[config.mk]
export PLATFORM = sky130hd
export DESIGN_NAME = lpddr4_ca_sequencer
export DESIGN_NICKNAME = d
export VERILOG_FILES = /design/src/rtl/lpddr4_ca_pkg.sv /design/src/rtl/lpddr4_timing_guard.sv /design/src/rtl/lpddr4_ca_sequencer.sv
export SDC_FILE = /design/constraint.sdc
export NUM_CORES = 1
export LEC_CHECK = 0
export CELL_PAD_IN_SITES_DETAIL_PLACEMENT = 1
export CELL_PAD_IN_SITES_GLOBAL_PLACEMENT = 1
export CORE_MARGIN = 4
export CORE_UTILIZATION = 45
export DETAILED_ROUTE_END_ITERATION = 10
export PLACE_DENSITY_LB_ADDON = 0.1
export SYNTH_ARGS = -nofsm -noshare
export SYNTH_HDL_FRONTEND = slang
export SYNTH_SLANG_ARGS = --single-unit
[constraint.sdc]
create_clock -name ck -period 9.1 [get_ports ck]
set_input_delay 1.365 -clock ck [delete_from_list [all_inputs] [get_ports ck]]
set_output_delay 1.365 -clock ck [all_outputs]
set_load 0.05 [all_outputs]
[src/rtl/lpddr4_ca_pkg.sv]
// rtl/lpddr4_ca_pkg.sv - command, state and CA tick encoding shared by the LPDDR4 CA sequencer
package lpddr4_ca_pkg;

   typedef enum logic [2:0] {
      CMD_NOP  = 3'd0,
      CMD_ACT  = 3'd1,
      CMD_RD   = 3'd2,
      CMD_WR   = 3'd3,
      CMD_PRE  = 3'd4,
      CMD_PREA = 3'd5,
      CMD_REF  = 3'd6,
      CMD_RSVD = 3'd7
   } cmd_e;

   typedef enum logic [1:0] {
      ST_INIT,
      ST_IDLE,
      ST_EMIT
   } state_e;

   localparam logic [5:0] OP_RD   = 6'b000010;
   localparam logic [5:0] OP_WR   = 6'b000100;
   localparam logic [5:0] OP_PRE  = 6'b010000;
   localparam logic [5:0] OP_PREA = 6'b110000;
   localparam logic [5:0] OP_REF  = 6'b101000;

   function automatic logic [1:0] last_tick(input cmd_e cmd);
      return (cmd == CMD_ACT || cmd == CMD_RD || cmd == CMD_WR) ? 2'd3 : 2'd1;
   endfunction

   function automatic logic [5:0] encode_tick(input cmd_e cmd, input logic [2:0] bank,
                                              input logic [15:0] row, input logic [9:0] col,
                                              input logic [1:0] tick);
      logic [5:0] v;
      v = 6'd0;
      case (cmd)
         CMD_ACT: begin
            case (tick)
               2'd0:    v = {row[15:12], 2'b01};
               2'd1:    v = {row[11:10], 1'b0, bank};
               2'd2:    v = {row[9:6], 2'b11};
               default: v = row[5:0];
            endcase
         end
         CMD_RD, CMD_WR: begin
            case (tick)
               2'd0:    v = (cmd == CMD_RD) ? OP_RD : OP_WR;
               2'd1:    v = {1'b0, col[9], 1'b0, bank};
               2'd2:    v = {col[8], 5'b10010};
               default: v = col[7:2];
            endcase
         end
         CMD_PRE:  v = (tick == 2'd0) ? OP_PRE : {3'b000, bank};
         CMD_PREA: v = (tick == 2'd0) ? OP_PREA : 6'd0;
         CMD_REF:  v = (tick == 2'd0) ? OP_REF : 6'd0;
         default:  v = 6'd0;
      endcase
      return v;
   endfunction

endpackage

[src/rtl/lpddr4_timing_guard.sv]
// rtl/lpddr4_timing_guard.sv - per-bank tRCD/tRP and global tCCD/tRFC guards plus open-bank map
module lpddr4_timing_guard
   import lpddr4_ca_pkg::*;
#(
   parameter int T_RCD = 18,
   parameter int T_RP  = 18,
   parameter int T_RFC = 120,
   parameter int T_CCD = 8
)(
   input  logic       ck,
   input  logic       rst,
   input  logic       load_act,
   input  logic       load_pre,
   input  logic       load_prea,
   input  logic       load_rdwr,
   input  logic       load_ref,
   input  logic [2:0] load_bank,
   input  logic [2:0] req_bank,
   output logic [7:0] open_map,
   output logic       act_ok,
   output logic       rdwr_ok,
   output logic       ref_ok,
   output logic       rfc_ok
);

   if (T_RCD > 255 || T_RP > 255 || T_CCD > 255 || T_RFC > 1023) begin : g_range_err
      $error("lpddr4_timing_guard: timing parameter exceeds guard counter width");
   end

   localparam logic [7:0] RCD_LD = 8'(T_RCD);
   localparam logic [7:0] RP_LD  = 8'(T_RP);
   localparam logic [7:0] CCD_LD = 8'(T_CCD);
   localparam logic [9:0] RFC_LD = 10'(T_RFC);

   logic [7:0] trcd [8];
   logic [7:0] trp  [8];
   logic [7:0] tccd;
   logic [9:0] trfc;

   // A load wins over the decrement, so a guard holds exactly T cycles after its last tick.
   always_ff @(posedge ck or posedge rst) begin
      if (rst) begin
         open_map <= 8'd0;
         tccd     <= 8'd0;
         trfc     <= 10'd0;
         for (int i = 0; i < 8; i++) begin
            trcd[i] <= 8'd0;
            trp[i]  <= 8'd0;
         end
      end else begin
         tccd <= load_rdwr ? CCD_LD : ((tccd != 8'd0) ? tccd - 8'd1 : 8'd0);
         trfc <= load_ref  ? RFC_LD : ((trfc != 10'd0) ? trfc - 10'd1 : 10'd0);
         for (int i = 0; i < 8; i++) begin
            if (load_act && load_bank == 3'(i)) begin
               trcd[i]     <= RCD_LD;
               open_map[i] <= 1'b1;
            end else if (trcd[i] != 8'd0) begin
               trcd[i] <= trcd[i] - 8'd1;
            end
            if (load_prea || (load_pre && load_bank == 3'(i))) begin
               trp[i]      <= RP_LD;
               open_map[i] <= 1'b0;
            end else if (trp[i] != 8'd0) begin
               trp[i] <= trp[i] - 8'd1;
            end
         end
      end
   end

   always_comb begin
      ref_ok = 1'b1;
      for (int i = 0; i < 8; i++) begin
         if (trp[i] != 8'd0) ref_ok = 1'b0;
      end
   end

   assign act_ok  = (trp[req_bank] == 8'd0);
   assign rdwr_ok = (trcd[req_bank] == 8'd0) && (tccd == 8'd0);
   assign rfc_ok  = (trfc == 10'd0);

endmodule

[src/rtl/lpddr4_ca_sequencer.sv]
// rtl/lpddr4_ca_sequencer.sv - serialises abstract DRAM commands into LPDDR4 CS/CA tick patterns
module lpddr4_ca_sequencer
   import lpddr4_ca_pkg::*;
#(
   parameter int T_RCD    = 18,
   parameter int T_RP     = 18,
   parameter int T_RFC    = 120,
   parameter int T_CCD    = 8,
   parameter int CKE_INIT = 16
)(
   input  logic        ck,
   input  logic        rst,
   input  logic        req_valid,
   output logic        req_ready,
   input  logic [2:0]  req_cmd,
   input  logic [2:0]  req_bank,
   input  logic [15:0] req_row,
   input  logic [9:0]  req_col,
   output logic        cs,
   output logic [5:0]  ca,
   output logic        cke,
   output logic        cmd_err,
   output logic        busy
);

   localparam logic [7:0] INIT_LAST = 8'(CKE_INIT - 1);

   state_e      state;
   logic [7:0]  init_cnt;
   logic [1:0]  tick;
   cmd_e        cap_cmd;
   logic [2:0]  cap_bank;
   logic [15:0] cap_row;
   logic [9:0]  cap_col;

   logic [7:0]  open_map;
   logic        act_ok, rdwr_ok, ref_ok, rfc_ok;
   cmd_e        cur_cmd;
   logic        cmd_ok, illegal, accept, go, last;

   assign cur_cmd = cmd_e'(req_cmd);

   always_comb begin
      cmd_ok  = 1'b1;
      illegal = 1'b0;
      case (cur_cmd)
         CMD_ACT:           begin cmd_ok = act_ok & rfc_ok;  illegal = open_map[req_bank];  end
         CMD_RD, CMD_WR:    begin cmd_ok = rdwr_ok & rfc_ok; illegal = ~open_map[req_bank]; end
         CMD_PRE, CMD_PREA: cmd_ok = rfc_ok;
         CMD_REF:           begin cmd_ok = ref_ok & rfc_ok;  illegal = |open_map;           end
         CMD_RSVD:          illegal = 1'b1;
         default:           cmd_ok = 1'b1;
      endcase
   end

   // Ready follows the presented command so a source may retarget while waiting.
   assign req_ready = (state == ST_IDLE) && cmd_ok;
   assign accept    = req_valid && req_ready;
   assign go        = accept && !illegal && (cur_cmd != CMD_NOP);
   assign last      = (state == ST_EMIT) && (tick == last_tick(cap_cmd));

   lpddr4_timing_guard #(
      .T_RCD (T_RCD),
      .T_RP  (T_RP),
      .T_RFC (T_RFC),
      .T_CCD (T_CCD)
   ) u_guard (
      .ck        (ck),
      .rst       (rst),
      .load_act  (last && cap_cmd == CMD_ACT),
      .load_pre  (last && cap_cmd == CMD_PRE),
      .load_prea (last && cap_cmd == CMD_PREA),
      .load_rdwr (last && (cap_cmd == CMD_RD || cap_cmd == CMD_WR)),
      .load_ref  (last && cap_cmd == CMD_REF),
      .load_bank (cap_bank),
      .req_bank  (req_bank),
      .open_map  (open_map),
      .act_ok    (act_ok),
      .rdwr_ok   (rdwr_ok),
      .ref_ok    (ref_ok),
      .rfc_ok    (rfc_ok)
   );

   always_ff @(posedge ck or posedge rst) begin
      if (rst) begin
         state    <= ST_INIT;
         init_cnt <= 8'd0;
         tick     <= 2'd0;
         cap_cmd  <= CMD_NOP;
         cap_bank <= 3'd0;
         cap_row  <= 16'd0;
         cap_col  <= 10'd0;
         cs       <= 1'b0;
         ca       <= 6'd0;
         cke      <= 1'b0;
         cmd_err  <= 1'b0;
         busy     <= 1'b1;
      end else begin
         cmd_err <= 1'b0;
         case (state)
            ST_INIT: begin
               if (init_cnt == INIT_LAST) begin
                  state <= ST_IDLE;
                  cke   <= 1'b1;
                  busy  <= 1'b0;
               end else begin
                  init_cnt <= init_cnt + 8'd1;
               end
            end
            ST_IDLE: begin
               cmd_err <= accept && illegal;
               cs      <= go;
               ca      <= go ? encode_tick(cur_cmd, req_bank, req_row, req_col, 2'd0) : 6'd0;
               busy    <= go;
               if (go) begin
                  state    <= ST_EMIT;
                  tick     <= 2'd1;
                  cap_cmd  <= cur_cmd;
                  cap_bank <= req_bank;
                  cap_row  <= req_row;
                  cap_col  <= req_col;
               end
            end
            ST_EMIT: begin
               // cs marks ticks 0 and 2; tick 0 was driven from IDLE
               cs <= ~tick[0];
               ca <= encode_tick(cap_cmd, cap_bank, cap_row, cap_col, tick);
               if (last) state <= ST_IDLE;
               else      tick  <= tick + 2'd1;
            end
            default: state <= ST_INIT;
         endcase
      end
   end

endmodule

Word level (Yosys, flattened, before mapping)
Cells that the tools add are included.

cells by class
  eq/ne operators = 30
  bitwise logic cells = 7
  add/sub/neg operators = 20
  reduce and logical (&&, ||, !) cells = 102
  multiplexer cells = 93
  $lt $le $gt $ge = 2

operators by type and width
  kind                   count
  $mux 8                 38
  $reduce_bool 8->1      17
  $sub 8x1->8 const B    17
  $pmux 6 s5             2
  $reduce_bool 2->1      26
  $bmux 8 s3             2
  $pmux 6 s3             2
  $eq 3x3->1 const B     11
  $logic_and 1x1->1      28
  $mux 1                 27
  $logic_not 8->1        3
  $mux 10                2
  $eq 3x2->1 const B     6
  $mux 6                 3
  $mux 2                 6
  $pmux 6 s2             1
  $logic_or 1x1->1       11
  $logic_not 10->1       1
  $reduce_bool 10->1     1
  $sub 10x1->10 const B  1
  $eq 3x1->1 const B     3
  $add 8x1->8 const B    1
  $eq 8x4->1 const B     1
  $ne 2x2->1 const B     4
  24 further kinds       40

word-level totals
  bits of input ports = 35
  register bits = 208
  output and inout bits = 11
  word-level logic and storage cells = 292

Longest topological paths before layout
Gate-level depths: netlist (run 1).

  depth in word-level cells = 17
  mapped depth = 11
  mapped depth without buffers = 10

Hierarchy
From an unflattened synthesis (run 1), not the netlist that was laid out.

unflattened totals
  cells, all modules = 1176
  area, all modules = 11513.5 um^2

by module, submodules not included
  module               sequential area each (um^2)  times used  cells an instance  area each (um^2)
  lpddr4_timing_guard  3853.7                       1           903                8602.0
  lpddr4_ca_sequencer  1302.5                       1           273                2911.5

Worst setup path after synthesis (run 1)
Ideal clock, no wire load.

  kind = input to output
  from = input req_bank[0]
  to = output req_ready
  path slack = 4.223 ns
  required time = 7.735 ns
  stages = 7
  buffers on the path = 1
  arrival = 3.512 ns
  cell sequence = clkbuf_1 > or4b_1 > nor4_1 > o21ai_1 > a41o_1 > and4_4 > a21oi_1

between the ends
  word-level cells in the longest chain between the ends = 9
  elaborated cells on any way between the ends = 14
  those cells by class = 7 x mux; 3 x bitwise; 4 x reduce/logical

RTL lines
  what                                       RTL line                                              text
  start: declaration                         lpddr4_ca_sequencer.sv:16                             input logic [2:0] req_bank,
  $not 3->4 (implied by the code) (*)        lpddr4_timing_guard.sv:77, lpddr4_timing_guard.sv:78
  $bmux 8 s3                                 lpddr4_timing_guard.sv:78                             assign rdwr_ok = (trcd[req_bank] == 8'd0) && (tccd == 8'd0);
  $mux 8 (implied by the code) (2 in a row)  lpddr4_timing_guard.sv:78
  $logic_not 8->1                            lpddr4_timing_guard.sv:78
  $logic_and 1x1->1                          lpddr4_timing_guard.sv:78
  $and 1x1->1                                lpddr4_ca_sequencer.sv:48                             CMD_RD, CMD_WR: begin cmd_ok = rdwr_ok & rfc_ok; illegal = ~open_map[req_bank]; end
  $pmux 1 s4 (*)                             lpddr4_ca_sequencer.sv:46                             case (cur_cmd)
  $logic_and 1x1->1 (*)                      lpddr4_ca_sequencer.sv:57                             assign req_ready = (state == ST_IDLE) && cmd_ok;
  end: declaration                           lpddr4_ca_sequencer.sv:14                             output logic req_ready,

Every way passes the cells marked *; elsewhere a longest branch is shown, timed or not. The select of a mux whose other input is x is not followed.

Worst setup path in the final report (run 1)
Ends and elaborated chain as after synthesis.

==> results.py, run 1 <==
metrics = {
    "run_status": {
        "status": "finished clean",
    },
    "global_routing": {
        "grt_pass1_wl_um": 44880,
        "grt_overflow": 0,
        "grt_max_degree": 137,
        "grt.total_usage": 0.2030,
        "antenna_found_initial": 0,
        "grt_pass1_vias": 8837,
    },
    "drt": {
        "route.vias.total": 8319,
        "wl_per_cell_um": 17.18,
        "first_pass_iters": 5,
        "vias_per_cell": 5.462,
        "drt_iter0_drc": 339,
        "drc": 0,
        "routed_wirelength_um": 26160,
        "drtAntennaViolNets": 0,
    },
    "clock_network": {
        "cts_hold_repair.buffers": 0,
        "clk_pin_slew_ns": 0.06,
        "cts-buffers-inserted": 25,
        "cts_tree": "built",
        "cts_setup_buffers": 0,
        "htreeDepth": 1,
        "cts_sinks": 206,
        "cts_max_path_buffers": 3,
        "cts_resized": 0,
        "worstSkewPairLatency_ns": 0.52,
        "cts.root.buffer_cell": "clkbuf_16",
    },
    "yosys": {
        "async_flop_share": 1.000,
        "synth_top_area_frac": 0.4771,
        "ys_seq_elements": 206,
        "synth_edf_count": 0,
        "synthAdderAreaFrac": 0.03840,
        "muxShareOfSynthArea": 0.04992,
        "synth_xor_xnor_area_share": 0.07086,
        "syn-mean-instance-area_um2": 9.408,
        "syn_nets": 1211,
        "netlist_instances": 1143,
        "ys_top_cells_by_area": "dfrtp_1 48%, nor2_1 6.6%, xnor2_1 4.7%, ha_1 3.8%, nand2_1 3.5%",
        "synthFlopType": "dfrtp_1",
        "synth_top_area_cell": "dfrtp_1",
        "ys_seq_area_frac": 0.4795,
        "synth_top_family_by_area": "simple AND/OR/NAND/NOR gates",
        "synth_compound_area_frac": 0.09635,
        "synth_cell_types": 69,
        "syn-cell-area_mm2": 0.01075,
        "ys_warn_count": 0,
        "synth-simple-area-share": 0.2331,
        "yosysMostFrequentCell": "dfrtp_1",
        "synthTopCellsByCount": "205 x dfrtp_1, 190 x nor2_1, 99 x nand2_1",
    },
    "worst_hold_path": {
        "whs_path_depth": 1,
        "whs_endpoint": "cke$_DFFE_PP0P_",
        "holdCritPathClass": "flip-flop to flip-flop",
        "hp-start": "cke$_DFFE_PP0P_",
    },
    "sta": {
        "relSlewSlack": 0.2862,
        "fin_setup_tns_ns": 0,
        "slew_viol_final": 0,
        "holdWs_ns": 0.4674,
        "hold_viol": 0,
        "final.min_clock_period_ns": 6.335,
        "rsz0062_at_grt": "false",
        "setup_violations": 0,
        "worst_slew_pin_slew_ns": 1.067,
        "fin_skew_ns": 0.01008,
        "finalCritPeriodShare": 0.6962,
        "timing.fmax_mhz": 157.9,
    },
    "pwr": {
        "p_leak_nw": 5.254,
        "vdd_drop_max_v": 0.0001652,
        "power.density_mw_per_mm2": 341.9,
    },
    "critical_path": {
        "regToRegSetupSlack_ns": 5.17,
        "worst_ep_arrival_time_ns": 4.97,
        "end_kind": "output port",
        "critPathMaxFanout": 19,
        "path_class": "input port to output port",
        "rr_endpoint": "ca[1]$_DFFE_PP0P_",
        "start_kind": "input port",
        "reg2reg_from": "u_guard.trp[34]$_DFFE_PP0P_",
        "r2r_cells": 9,
        "cp.required_ns": 7.74,
    },
    "job": {
        "cap_viol_max_count": 0,
    },
    "finish": {
        "nets": 1257,
        "fin_util": 0.5239,
        "syn2layout_area_growth_pct": 14.36,
        "antennaDiodeCount": 0,
        "layout-drive-gt1-share": 0.04900,
    },
    "floorplanning": {
        "die_h_um": 162.6,
        "rows": 56,
        "core_mm2": 0.02347,
        "die_w_um": 162.6,
        "ioPinCount": 46,
        "start_util": 0.4581,
        "die_area_mm2": 0.02643,
    },
    "place": {
        "port_buffers": 43,
        "hpwl_um": 18110,
        "gp_congestion": 0.7747,
    },
}
==> cell type report <==
cell class              count  area, um2
repair buffers             47      460.4
well taps                 319      399.1
clock buffers              37      720.7
multi-input cells         850       5254
inverters                  59      229.0
flip-flops and latches    206       5156
fillers                  2707      11180
clock inverters             5      77.57
==> layout by cell type, fill, tap and decap left out, drive strengths merged, types with 12 or more instances in the layout <==
cell and n:
clkdlybuf4s50 43, nand2 99, mux2i 12, nor2 190, mux2 33, a21oi 47
nand3 25, nand2b 18, o21ai 56, inv 59, dfrtp 205, ha 33
xor2 29, nor4 29, nor3 55, nor2b 16, xnor2 58, clkbuf 37
==> critical path, stage by stage <==
cell	delay, ns
clkdlybuf4s50_1	1.17
or4b_1	0.53
nor4_1	0.25
o21ai_1	0.11
a41o_1	0.28
and4_4	0.22
a21oi_1	0.19
clkdlybuf4s50_1	0.84
==> cells by family after synthesis <==
logic type / count (synthesis)
mux: 47
flops: 206
xor+xnor: 87
buf+inv: 87
compound gates: 166
fa+ha+maj: 33
simple gates: 517
==> worst max path at each step <==
stage          slack [ns]         from  depth (start not counted)                 to
4_1_cts              2.75  req_bank[0]                          8          req_ready
3_3_place_gp         2.88  req_bank[0]                          8          req_ready
5_1_grt              2.65  req_bank[0]                          8          req_ready
3_5_place_dp         2.75  req_bank[0]                          8          req_ready
2_1_floorplan        2.11          rst                          1  ca[0]$_DFFE_PP0P_
6_report             2.76  req_bank[0]                          8          req_ready
==> through the flow <==
step	setup slack, ns	std cells	instance area [um2]	total power [mW]
after global placement	2.880	1481	11500	3.152
after floorplan	2.113	1143	10750	2.830
final	2.765	1523	12300	4.204
after detailed placement	2.747	1481	11500	3.235
after CTS	2.749	1523	12300	4.251
after global routing	2.650	1523	12300	4.576
==> state kept, by name, indices dropped and copies added, names as in the netlist <==
| signal | count |
|---|---|
| busy | 1 |
| ca | 6 |
| cap_bank | 3 |
| cap_cmd | 3 |
| cap_col | 8 |
| cap_row | 16 |
| cke | 1 |
| cmd_err | 1 |
| cs | 1 |
| init_cnt | 8 |
| state | 2 |
| tick | 2 |
| u_guard.open_map | 8 |
| u_guard.tccd | 8 |
| u_guard.trcd | 64 |
| u_guard.trfc | 10 |
| u_guard.trp | 64 |
==> metal layers <==
layer  GRT usage  routed length (um)
met2      0.3363               12320
met4     0.04727                 538
met5           0                   0
met3     0.02531                 790
met1      0.2873               12520
==> power by group <==
group	switching (mW)	leakage [nW]	internal, mW
clock	0.382	0.389	0.599
sequential	0.427	2.51	1.34
combinational	0.805	2.36	0.652
total	1.61	5.25	2.59
Note: power is estimated with default switching activity, not from simulation.
==> run 2, diff against run 1 <==
--- a/config.mk
+++ b/config.mk
@@ -8,7 +8,7 @@
 export CELL_PAD_IN_SITES_DETAIL_PLACEMENT = 1
 export CELL_PAD_IN_SITES_GLOBAL_PLACEMENT = 1
 export CORE_MARGIN = 4
-export CORE_UTILIZATION = 45
+export CORE_UTILIZATION = 43
 export DETAILED_ROUTE_END_ITERATION = 10
 export PLACE_DENSITY_LB_ADDON = 0.1
 export SYNTH_ARGS = -nofsm -noshare
==> constraint.sdc (replaced) <==
create_clock -name ck -period 5.2 [get_ports ck]
set_input_delay 0.78 -clock ck [delete_from_list [all_inputs] [get_ports ck]]
set_output_delay 0.78 -clock ck [all_outputs]
set_load 0.05 [all_outputs]
==> results.py, run 2 (synthesis results as in run 1) <==
metrics = {
    "run_status": {
        "status": "finished clean",
    },
    "job": {
        "cap_viol_max_count": 0,
    },
    "sta": {
        "hold_viol": 0,
        "final.min_clock_period_ns": 4.137,
        "relSlewSlack": 0.3331,
        "slew_viol_final": 0,
        "worst_slew_pin_slew_ns": 0.9927,
        "finalCritPeriodShare": 0.7955,
        "timing.fmax_mhz": 241.7,
        "holdWs_ns": 0.4686,
        "fin_setup_tns_ns": 0,
        "rsz0062_at_grt": "false",
        "fin_skew_ns": 0.008553,
        "setup_violations": 0,
    },
    "global_routing": {
        "grt_overflow": 0,
        "grt_max_degree": 128,
        "grt_pass1_wl_um": 44110,
        "grt.total_usage": 0.1890,
        "grt_pass1_vias": 8564,
        "antenna_found_initial": 0,
    },
    "floorplanning": {
        "die_h_um": 166.1,
        "die_w_um": 166.1,
        "start_util": 0.4396,
        "ioPinCount": 46,
        "core_mm2": 0.02446,
        "rows": 57,
        "die_area_mm2": 0.02760,
    },
    "critical_path": {
        "worst_ep_arrival_time_ns": 3.36,
        "cp.required_ns": 4.42,
        "end_kind": "output port",
        "critPathCapture": "req_ready",
        "path_class": "flip-flop to output port",
        "r2r_cells": 9,
        "rr_endpoint": "ca[1]$_DFFE_PP0P_",
        "crit_path_start": "u_guard.trp[4]$_DFFE_PP0P_",
        "start_kind": "flip-flop",
        "critPathMaxFanout": 7,
        "reg2reg_from": "u_guard.trp[4]$_DFFE_PP0P_",
        "regToRegSetupSlack_ns": 1.43,
    },
    "clock_network": {
        "cts-buffers-inserted": 25,
        "cts_max_path_buffers": 3,
        "cts_hold_repair.buffers": 0,
        "cts_tree": "built",
        "worstSkewPairLatency_ns": 0.51,
        "cts.root.buffer_cell": "clkbuf_16",
        "htreeDepth": 1,
        "cts_setup_buffers": 0,
        "cts_resized": 0,
        "cts_sinks": 206,
        "clk_pin_slew_ns": 0.06,
    },
    "pwr": {
        "swShare": 0.3888,
        "internal_power_mw": 4.447,
        "power_frac_seq": 0.422,
        "p_total_mw": 7.276,
        "comb_power_share": 0.354,
        "vdd_drop_max_v": 0.0002881,
        "p_leak_nw": 5.269,
        "switchingPower_mw": 2.829,
        "clockPowerShare": 0.224,
        "power.density_mw_per_mm2": 591.2,
    },
    "finish": {
        "seq_area_mm2": 0.005156,
        "finalInstanceArea_mm2": 0.01231,
        "syn2layout_area_growth_pct": 14.45,
        "final_common_cell": "dfrtp_1",
        "fill_cells": 2805,
        "antennaDiodeCount": 0,
        "layout-drive-gt1-share": 0.05698,
        "multi_input_area_mm2": 0.005254,
        "mostFrequentLayoutCells": "205 x dfrtp_1, 190 x nor2_1, 99 x nand2_1, 58 x inv_1, 58 x xnor2_1",
        "top_regs": "u_guard.trcd (64), u_guard.trp (64), cap_row (16)",
        "final_cell_count_no_fill": 1535,
        "nets": 1261,
    },
    "drt": {
        "routed_wirelength_um": 26340,
        "vias_per_cell": 5.419,
        "route.vias.total": 8318,
        "wl_per_cell_um": 17.16,
        "drt_iter0_drc": 380,
        "drtAntennaViolNets": 0,
        "drc": 0,
        "first_pass_iters": 4,
    },
    "place": {
        "post-place-cells": 1490,
        "port_buffers": 43,
        "hpwl_um": 18470,
        "gp_congestion": 0.7873,
        "post_dp_cell_area_mm2": 0.01154,
    },
    "worst_hold_path": {
        "holdCritPathClass": "flip-flop to flip-flop",
    },
}
run 2: layer usage:
metal	wire length, um	share of wire	track usage
met2	12150	0.46	0.3098
met3	686	0.026	0.02095
met1	13030	0.49	0.2742
met5	0	0	0.003478
met4	479	0.018	0.03730
run 2: layout make-up:
| class | instances | area share |
|---|---|---|
| flip-flops and latches | 206 | 0.4190 |
| repair buffers | 51 | 0.04067 |
| clock buffers | 35 | 0.05795 |
| inverters | 59 | 0.01830 |
| multi-input cells | 850 | 0.4269 |
| well taps | 324 | 0.03294 |
| clock inverters | 10 | 0.004270 |
run 2: how the worst min path moves through the flow:
stage                               from                   endpoint  slack [ns]  cells after the start
6_report       u_guard.trfc[0]$_DFF_PP0_  u_guard.trfc[0]$_DFF_PP0_        0.47                      1
5_1_grt          init_cnt[7]$_DFFE_PP0P_    init_cnt[7]$_DFFE_PP0P_        0.49                      1
4_1_cts        u_guard.trfc[0]$_DFF_PP0_  u_guard.trfc[0]$_DFF_PP0_        0.47                      1
3_5_place_dp   u_guard.trfc[0]$_DFF_PP0_  u_guard.trfc[0]$_DFF_PP0_        0.46                      1
3_3_place_gp             cke$_DFFE_PP0P_            cke$_DFFE_PP0P_        0.45                      1
2_1_floorplan  u_guard.trfc[0]$_DFF_PP0_  u_guard.trfc[0]$_DFF_PP0_        0.43                      1
run 2: critical path, stage by stage (launching register included):
cell     delay, ns
dfrtp_1       0.43
nor4_1        0.70
nand2_1       0.36
nor4_1        0.57
a21oi_1       0.18
and4_4        0.20
a21oi_1       0.18
buf_4         0.23
run 2: power groups by stage:
stage	Clock [mW]	Combinational [mW]	Sequential [mW]
after floorplan	0	2.03	2.93
after global routing	1.76	2.97	3.19
final	1.63	2.58	3.07
after CTS	1.68	2.62	3.07
after global placement	0	2.49	3.06
after detailed placement	0	2.60	3.08
run 2: through the flow:
step	utilization	worst slack, ns
2_1_floorplan	-	1.493
3_3_place_gp	0.4718	1.053
3_5_place_dp	0.4718	0.9466
4_1_cts	0.5031	1.022
5_1_grt	0.5031	0.8285
6_report	0.5031	1.063
